===== config.mk =====
export PLATFORM = sky130hd
export DESIGN_NAME = riscv_uart_rx_flat
export DESIGN_NICKNAME = d
export VERILOG_FILES = /design/src/rtl/riscv_uart_rx_if.sv /design/src/rtl/riscv_uart_rx.sv /design/src/flat_wrapper.sv
export SDC_FILE = /design/constraint.sdc
export NUM_CORES = 1
export LEC_CHECK = 0
export BUFFER_PORTS_ARGS = -buffer_cell sky130_fd_sc_hd__clkbuf_2
export CAP_MARGIN = 5
export CELL_PAD_IN_SITES_DETAIL_PLACEMENT = 1
export CELL_PAD_IN_SITES_GLOBAL_PLACEMENT = 2
export CORE_MARGIN = 3
export CORE_UTILIZATION = 38
export DETAILED_ROUTE_END_ITERATION = 10
export PLACE_DENSITY_LB_ADDON = 0.05
export SYNTH_ARGS = -nofsm -noshare
export SYNTH_HDL_FRONTEND = slang
export SYNTH_SLANG_ARGS = --single-unit

===== constraint.sdc =====
create_clock -name clk -period 4.9 [get_ports clk]
set_clock_uncertainty 0.2 [all_clocks]
set_input_delay 0.245 -clock clk [delete_from_list [all_inputs] [get_ports clk]]
set_output_delay 0.245 -clock clk [all_outputs]
set_load 0.005 [all_outputs]

===== src/rtl/riscv_uart_rx_if.sv =====
// Byte-side port of the UART receiver: received byte with valid/ready
// handshake, sticky error flags with their clear strobe, and a busy flag.
// Handshake: the receiver raises dOutValid while dOut holds an unconsumed
// byte and keeps dOut stable until a transfer; a transfer occurs on any
// clock edge where dOutValid && dOutReady, and the consumer may hold
// dOutReady high or low at will.
interface riscv_uart_rx_if;
  logic [7:0] dOut;
  logic       dOutValid;
  logic       dOutReady;
  logic       frameErr;
  logic       overrun;
  logic       clrErr;
  logic       busy;

  // Receiver side
  modport master (
    output dOut, dOutValid, frameErr, overrun, busy,
    input  dOutReady, clrErr
  );

  // Consumer side (bus glue / CPU I/O register block)
  modport slave (
    input  dOut, dOutValid, frameErr, overrun, busy,
    output dOutReady, clrErr
  );
endinterface


===== src/rtl/riscv_uart_rx.sv =====
// 8N1 UART receiver. The rx line is synchronised, then an FSM times each
// bit from the middle of the start bit, assembles the byte LSB-first and
// hands it over through a one-entry holding register with valid/ready.
// Sticky frame-error and overrun flags are kept for software polling.
module riscv_uart_rx #(
  parameter int CLK_FREQ = 100_000_000,
  parameter int BAUD     = 115_200
) (
  input  logic                   clk,
  input  logic                   rst,
  input  logic                   rx,
  riscv_uart_rx_if.master        bus,
  output logic [2:0]             state_dbg
);

  localparam int BIT_CYCLES = CLK_FREQ / BAUD;
  localparam int CW         = $clog2(BIT_CYCLES + 1);

  localparam logic [CW-1:0] HALF_LOAD = CW'(BIT_CYCLES / 2 - 1);
  localparam logic [CW-1:0] FULL_LOAD = CW'(BIT_CYCLES - 1);

  localparam logic [2:0] S_IDLE      = 3'd0;
  localparam logic [2:0] S_START     = 3'd1;
  localparam logic [2:0] S_DATA      = 3'd2;
  localparam logic [2:0] S_STOP      = 3'd3;
  localparam logic [2:0] S_WAIT_HIGH = 3'd4;

  generate
    if (BIT_CYCLES < 4) begin : g_bad_cfg
      $error("riscv_uart_rx: CLK_FREQ/BAUD must be at least 4");
    end
  endgenerate

  logic          sync1_q, sync1_d;
  logic          sync2_q, sync2_d;
  logic [1:0]    fill_q, fill_d;
  logic [2:0]    state_q, state_d;
  logic [CW-1:0] cnt_q, cnt_d;
  logic [2:0]    idx_q, idx_d;
  logic [7:0]    shift_q, shift_d;
  logic [7:0]    dout_q, dout_d;
  logic          dout_valid_q, dout_valid_d;
  logic          frame_err_q, frame_err_d;
  logic          overrun_q, overrun_d;

  logic rxs;
  logic byte_done;
  logic stop_bad;
  logic xfer;
  logic overrun_set;

  assign rxs  = sync2_q;
  assign xfer = dout_valid_q && bus.dOutReady;

  // Synchroniser path plus a fill marker: the sync flops reset to 1, so
  // WAIT_HIGH only trusts rxs once two real rx samples have passed through.
  // Otherwise a line held low across reset would look briefly idle.
  always_comb begin
    sync1_d = rx;
    sync2_d = sync1_q;
    fill_d  = {fill_q[0], 1'b1};
  end

  // Receive FSM: bit timing, sampling and byte assembly
  always_comb begin
    state_d   = state_q;
    cnt_d     = cnt_q;
    idx_d     = idx_q;
    shift_d   = shift_q;
    byte_done = 1'b0;
    stop_bad  = 1'b0;
    case (state_q)
      S_IDLE: begin
        if (!rxs) begin
          state_d = S_START;
          cnt_d   = HALF_LOAD;
        end
      end
      S_START: begin
        if (cnt_q == '0) begin
          if (rxs) begin
            state_d = S_IDLE;
          end else begin
            state_d = S_DATA;
            cnt_d   = FULL_LOAD;
            idx_d   = 3'd0;
          end
        end else begin
          cnt_d = cnt_q - 1'b1;
        end
      end
      S_DATA: begin
        if (cnt_q == '0) begin
          shift_d = {rxs, shift_q[7:1]};
          cnt_d   = FULL_LOAD;
          if (idx_q == 3'd7) begin
            state_d = S_STOP;
          end else begin
            idx_d = idx_q + 3'd1;
          end
        end else begin
          cnt_d = cnt_q - 1'b1;
        end
      end
      S_STOP: begin
        if (cnt_q == '0) begin
          if (rxs) begin
            byte_done = 1'b1;
            state_d   = S_IDLE;
          end else begin
            stop_bad = 1'b1;
            state_d  = S_WAIT_HIGH;
          end
        end else begin
          cnt_d = cnt_q - 1'b1;
        end
      end
      S_WAIT_HIGH: begin
        if (fill_q[1] && rxs) begin
          state_d = S_IDLE;
        end
      end
      default: begin
        state_d = S_WAIT_HIGH;
      end
    endcase
  end

  // Holding register: a completed byte loads only if the slot is free or
  // being emptied this cycle; otherwise it is dropped and overrun raised.
  always_comb begin
    dout_d       = dout_q;
    dout_valid_d = dout_valid_q;
    overrun_set  = 1'b0;
    if (xfer) begin
      dout_valid_d = 1'b0;
    end
    if (byte_done) begin
      if (!dout_valid_q || xfer) begin
        dout_d       = shift_q;
        dout_valid_d = 1'b1;
      end else begin
        overrun_set = 1'b1;
      end
    end
  end

  // Sticky flags: clear first so that a same-cycle event still sets them
  always_comb begin
    frame_err_d = frame_err_q;
    overrun_d   = overrun_q;
    if (bus.clrErr) begin
      frame_err_d = 1'b0;
      overrun_d   = 1'b0;
    end
    if (stop_bad) begin
      frame_err_d = 1'b1;
    end
    if (overrun_set) begin
      overrun_d = 1'b1;
    end
  end

  // State registers with synchronous reset
  always_ff @(posedge clk) begin
    if (rst) begin
      sync1_q      <= 1'b1;
      sync2_q      <= 1'b1;
      fill_q       <= 2'b00;
      state_q      <= S_WAIT_HIGH;
      cnt_q        <= '0;
      idx_q        <= 3'd0;
      shift_q      <= 8'h00;
      dout_q       <= 8'h00;
      dout_valid_q <= 1'b0;
      frame_err_q  <= 1'b0;
      overrun_q    <= 1'b0;
    end else begin
      sync1_q      <= sync1_d;
      sync2_q      <= sync2_d;
      fill_q       <= fill_d;
      state_q      <= state_d;
      cnt_q        <= cnt_d;
      idx_q        <= idx_d;
      shift_q      <= shift_d;
      dout_q       <= dout_d;
      dout_valid_q <= dout_valid_d;
      frame_err_q  <= frame_err_d;
      overrun_q    <= overrun_d;
    end
  end

  assign bus.dOut      = dout_q;
  assign bus.dOutValid = dout_valid_q;
  assign bus.frameErr  = frame_err_q;
  assign bus.overrun   = overrun_q;
  assign bus.busy      = (state_q != S_IDLE);
  assign state_dbg     = state_q;

endmodule

===== src/flat_wrapper.sv =====
// flat-port wrapper written by rule: the top's interface ports become plain ports
module riscv_uart_rx_flat 
#(
  parameter int CLK_FREQ = 100_000_000,
  parameter int BAUD     = 115_200
)
  (clk, rst, rx, state_dbg, bus_dOut, bus_dOutValid, bus_frameErr, bus_overrun, bus_busy, bus_dOutReady, bus_clrErr);
  riscv_uart_rx_if bus_i ();
  input  logic clk;
  input  logic rst;
  input  logic rx;
  output logic [2:0] state_dbg;
  output wire logic [$bits(bus_i.dOut)-1:0] bus_dOut;
  output wire logic [$bits(bus_i.dOutValid)-1:0] bus_dOutValid;
  output wire logic [$bits(bus_i.frameErr)-1:0] bus_frameErr;
  output wire logic [$bits(bus_i.overrun)-1:0] bus_overrun;
  output wire logic [$bits(bus_i.busy)-1:0] bus_busy;
  input wire logic [$bits(bus_i.dOutReady)-1:0] bus_dOutReady;
  input wire logic [$bits(bus_i.clrErr)-1:0] bus_clrErr;
  assign bus_dOut = bus_i.dOut;
  assign bus_dOutValid = bus_i.dOutValid;
  assign bus_frameErr = bus_i.frameErr;
  assign bus_overrun = bus_i.overrun;
  assign bus_busy = bus_i.busy;
  assign bus_i.dOutReady = bus_dOutReady;
  assign bus_i.clrErr = bus_clrErr;
  riscv_uart_rx #(.CLK_FREQ(CLK_FREQ), .BAUD(BAUD)) u_core (.clk(clk), .rst(rst), .rx(rx), .bus(bus_i), .state_dbg(state_dbg));
endmodule

After elaboration in Yosys (flattened, before gate mapping). Cells that the tools add are included.

Logic and storage cells: 80. Register bits after elaboration: 39. Input bits: 5. Output and inout port bits: 15.

Multiplexer cells: 35. Reductions and logical operators: 16. Equal/unequal tests: 15. $add $sub $neg: 2.

Operator list (number): $mux 10 (5); $pmux 10 s4 (1); $mux 3 (11); $mux 1 (15); $pmux 3 s5 (1); $logic_not 10->1 (1); $ne 2x1->1 const B (5); $sub 10x1->10 const B (1); $ne 2x2->1 const B (4); $eq 3x2->1 const B (2); $eq 3x3->1 const B (2); $pmux 3 s2 (1); $reduce_and 6->1 (1); $reduce_bool 2->1 (3); $reduce_and 5->1 (1); $reduce_and 2->1 (2); $reduce_and 4->1 (1); $reduce_bool 4->1 (1); $add 3x1->3 const B (1); $eq 3x1->1 const B (1); $logic_not 3->1 (1); $ne 3x3->1 const B (1); $reduce_bool 3->1 (1); $logic_and 1x1->1 (2); 3 further kinds (3).

Depth between registers and ports, before layout.
Depth in word-level cells: 5. Mapped depth: 8. Mapped depth without buffers: 6.

Least setup slack after synthesis. OpenSTA, ideal clock, no wires.

Path kind: register to register. Start point: register u_core.cnt_q[0]. End point: register u_core.cnt_q[9]. Stages on the path, launching flop included: 9. Clock period less this slack: 2.167 ns. Arrival time: 1.848 ns. Data required time: 4.581 ns. Path slack: 2.733 ns. Setup time: 0.119 ns. Buffers on the path: 2. Path through: dfxtp_1 inv_1 ha_1 or4b_1 buf_2 nor4_4 buf_6 a211oi_1 o221a_2.

Word-level cells in the longest chain between the ends: 3. Elaborated cells on any way between the ends: 9. Classes of those cells: 1 x add/sub; 2 x eq/ne; 4 x mux; 2 x reduce/logical.

RTL lines: start: declaration (RTL line riscv_uart_rx.sv:38) `logic [CW-1:0] cnt_q, cnt_d;`; start signal: assignment (RTL line riscv_uart_rx.sv:183) `cnt_q <= cnt_d;`; $sub 10x1->10 or $logic_not 10->1 (tied branches); $mux 10, or another cell as far along (RTL line riscv_uart_rx.sv:106) `if (cnt_q == '0) begin`; $pmux 10 s4 or $reduce_and 4->1 (tied branches).

Parallel ways exist; a longest one is shown, timed or not. The select of a mux whose other input is x is not followed. A chain may end at the register's enable or synchronous reset.

Worst setup path after layout.
Start point: register u_core.state_q[1] (netlist: u_core.state_dbg[1]). End point: register u_core.idx_q[0].

Word-level cells in the longest chain between the ends: 3. Elaborated cells on any way between the ends: 9. Classes of those cells: 6 x eq/ne; 1 x mux; 2 x reduce/logical.

RTL lines: start: declaration (RTL line riscv_uart_rx.sv:37) `logic [2:0] state_q, state_d;`; start signal: assignment (RTL line riscv_uart_rx.sv:182) `state_q <= state_d;`; $eq 3x2->1 or $eq 3x1->1 (tied branches) (RTL line riscv_uart_rx.sv:72) `case (state_q)`; $ne 2x1->1 (no line), or another cell as far along; $reduce_and 5->1 (no line); end signal: assignment (RTL line riscv_uart_rx.sv:184) `idx_q <= idx_d;`; end: declaration (RTL line riscv_uart_rx.sv:39) `logic [2:0] idx_q, idx_d;`.

Parallel ways exist; a longest one is shown, timed or not.

==> impl_results.md <==
* Slew at the pin closest to its max-slew limit at roughly 0.79 ns
* Post-route worst hold slack at around 0.033 ns
* Critical path data required time at between 4 and 5 ns
* Count of pins over their slew limit at 0
* Yosys top cell area share at 40.00%
* Num rows at 25
* Post-Synthesis Cell Area at 1952 sq um
* Area of the die at roughly 6000 sq um
* Aggregate negative setup slack at 0 ns
* Initial antenna violation count at 0
* Wire per inst at between 15 and 20 um
* Avg Synthesized Cell Area at between 8 and 9 sq um
* Commonest cells in the synthesized netlist: dfxtp_1, a21oi_1, nor2_1, o21ai_0, nand3_1
* Setup slack, reg-to-reg at 2.10 ns
* Count of final setup violators at 0
* Die boundary width at just under 80 um
* Clock edge transition at the registers on the reported setup and hold paths at about 0.08 ns
* Depth of the most critical reg-to-reg path at 4
* CTS tree: done
* Layer with the highest usage: met2
* GR Util All Layers at roughly a fifth
* Top post-synthesis cells by area: dfxtp_1, a21oi_1, mux2i_1, o21ai_0, nor2_1
* Number of buffers inserted by port buffering at 19
* Share of flip-flops with an asynchronous set or reset at 0%
* R2R Path Start: u_core.state_dbg[1]
* Portion of the clock cycle consumed by the worst path in the final layout at 57.16%
* Std-Cell Core Area at approximately 4800 sq um
* Max clock buf depth at 2
* Inst Count DP at between 300 and 400
* Count of instances resized after the clock tree is built at 0
* Number of max-cap violations at 0
* Vertical extent of the die at 77.67 um
* Clock latency on the worst-skew pair at just under 0.3 ns
* Post-detail-place hpwl at 3807 um
* Slew HR at about 47%
* Cell accounting for the most synthesized area: dfxtp_1
* Wire length of the first global-routing pass at 9259 um
* Worst min-delay path endpoint: u_core.bus.frameErr
* Routed WL at between 5000 and 6000 um
* Total nets after synthesis at 238
* Post-Syn Instances at between 200 and 250
* Critical path data arrival time at 2.81 ns
* Flip-flop and latch count after synthesis at 39
* Cell with the most instances after synthesis: dfxtp_1
* Synth-to-layout area growth at 13.72%
* H-tree lvl count at 2
* Max VDD drop at 0.0001146 V
* Pre-Repair DR Iteration Count at 4
* F_max at 357.0 MHz
* Post-route ant nets at 0
* Classification of the worst setup path: reg2reg
* Top FF cell, synth: dfxtp_1
* Via count at 1,752
* Status: completed
* Number of synthesis warnings at 0
* Global route overflow at 0
* DRC errors left at 0
* Final estimated routing congestion in global placement at approximately 0.88
* Routed vias/inst at between 5 and 6
* Pwr dens at roughly 310 nW/um^2
* Met1 Use GR at a little over a quarter
* Non-Filler Instances at a little over 300
* Cell area reported after detailed placement at approximately 2100 sq um
* Terminus of the critical flop-to-flop path: u_core.idx_q[0]
* Buffer cell driving the clock tree root: clkbuf_8
* Worst min path class: in2reg
* Number of nets in the layout at around 250
* Largest net degree at the start of global routing at 38
* Fill cells at 572
* Number of global-route vias before repair at 1,853
* Register area share after synthesis at 40.00%
* Boundary Pins at 20
* Layout cell share with drive strength beyond 1 at 17.62%
* Hold Crit Depth at 4
* GR Util met2 at between 20 and 30%
* Number of different library cells in the post-synthesis netlist at 50
* Leakage at 0.0008941 uW
* Final hold violation count at 0
* Type of element capturing the critical path: flip-flop
* Antenna Cells at 0
* Number of DRC markers in iteration 0 at 110
* Initial Utilization at ~40%
* Startpoint type of the worst setup path: flip-flop
* Number of synthesized flops with an enable pin at 0
* Setup repair after global routing missed its margin: false
* Source of the worst hold timing path: bus_clrErr
* Sequential cell area at 780.7 sq um
* Worst-path maximum fanout at 21
* Clock tree sinks at 39
* Routing usage on met3 at 3.944%
* TritonCTS Buffers at 5
* Post-route design area at between 2000 and 2500 sq um
* Area of combinational cells with multiple inputs at ~1100 sq um
* Final Critical Period at 2.801 ns
power by group:
| part | internal (uW) | leakage, uW | switching [uW] |
|---|---|---|---|
| Clock | 204 | 0.0000654 | 115 |
| Combinational | 11.8 | 0.000513 | 21.1 |
| Sequential | 320 | 0.000315 | 5.89 |
critical path, cell delays in order (launching register included):
cell	delay (ns)
dfxtp_1	0.76
nor3b_1	0.46
nand4_1	0.62
or3_1	0.55
a21oi_1	0.15
registers in the layout (all words and copies together) (netlist names):
register	cells
u_core.cnt_q	10
u_core.bus.overrun	1
u_core.sync1_q	1
u_core.bus.frameErr	1
u_core.idx_q	3
u_core.fill_q	2
u_core.rxs	1
u_core.bus.dOutValid	1
u_core.state_dbg	3
u_core.bus.dOut	8
u_core.shift_q	8
cells by family after synthesis:
logic type,Yosys count,share of synthesized area [%]
multiplexers,9,4.616
flip-flops,39,40.00
adder cells (fa/ha/maj),3,1.923
XOR/XNOR,1,0.4488
AND/OR/NAND/NOR,81,23.01
AO/OA/AOI/OAI,69,23.98
buffers and inverters,28,6.026
how the worst max path moves through the flow:
stage / from / endpoint / slack, ns / depth (start not counted)
2_1_floorplan: u_core.cnt_q[0] / u_core.cnt_q[9] / 2.73 / 8
3_3_place_gp: u_core.state_dbg[1] / u_core.cnt_q[9] / 2.22 / 4
3_5_place_dp: u_core.state_dbg[0] / u_core.cnt_q[4] / 1.99 / 4
4_1_cts: u_core.state_dbg[0] / u_core.cnt_q[8] / 1.99 / 4
5_1_grt: u_core.state_dbg[1] / u_core.idx_q[0] / 1.94 / 4
6_report: u_core.state_dbg[1] / u_core.idx_q[0] / 2.10 / 4
area by class of cell:
cell class / instances / share of cell area [%]
clock buffers: 6 / 3.269
multi-input cells: 163 / 47.46
well taps: 67 / 3.777
clock inverters: 2 / 2.706
flip-flops and latches: 39 / 35.17
repair buffers: 23 / 5.750
inverters: 11 / 1.860
through the flow:
stage	setup slack [ns]	power, uW	utilization (%)
final	2.099	677.2	45.78
after global placement	2.216	363.5	42.68
after floorplan	2.733	355.4	-
after detailed placement	1.988	364.7	42.68
after global routing	1.936	704.4	45.78
after CTS	1.990	681.6	45.63
routing by layer:
metal	vias up	routed length [um]
li1	867	-
met4	0	50
met2	20	2458
met3	4	106
met5	-	0
met1	861	2774
cells in the final DEF (no fill, tap or decap), types with 9 or more instances in the layout:
cell / Yosys / layout
mux2i_1: 9 / 9
clkbuf_2: 0 / 19
nand3_1: 12 / 12
nand2_1: 11 / 11
nor2_1: 17 / 17
inv_1: 11 / 11
dfxtp_1: 39 / 39
a21oi_1: 24 / 24
o21ai_0: 14 / 14
what timing repair did:
action,in CTS,in global routing
endpoints found under the hold margin,1,0
buffers inserted,0,0
hold buffers,1,0
Note: power is estimated with default switching activity, not from simulation.
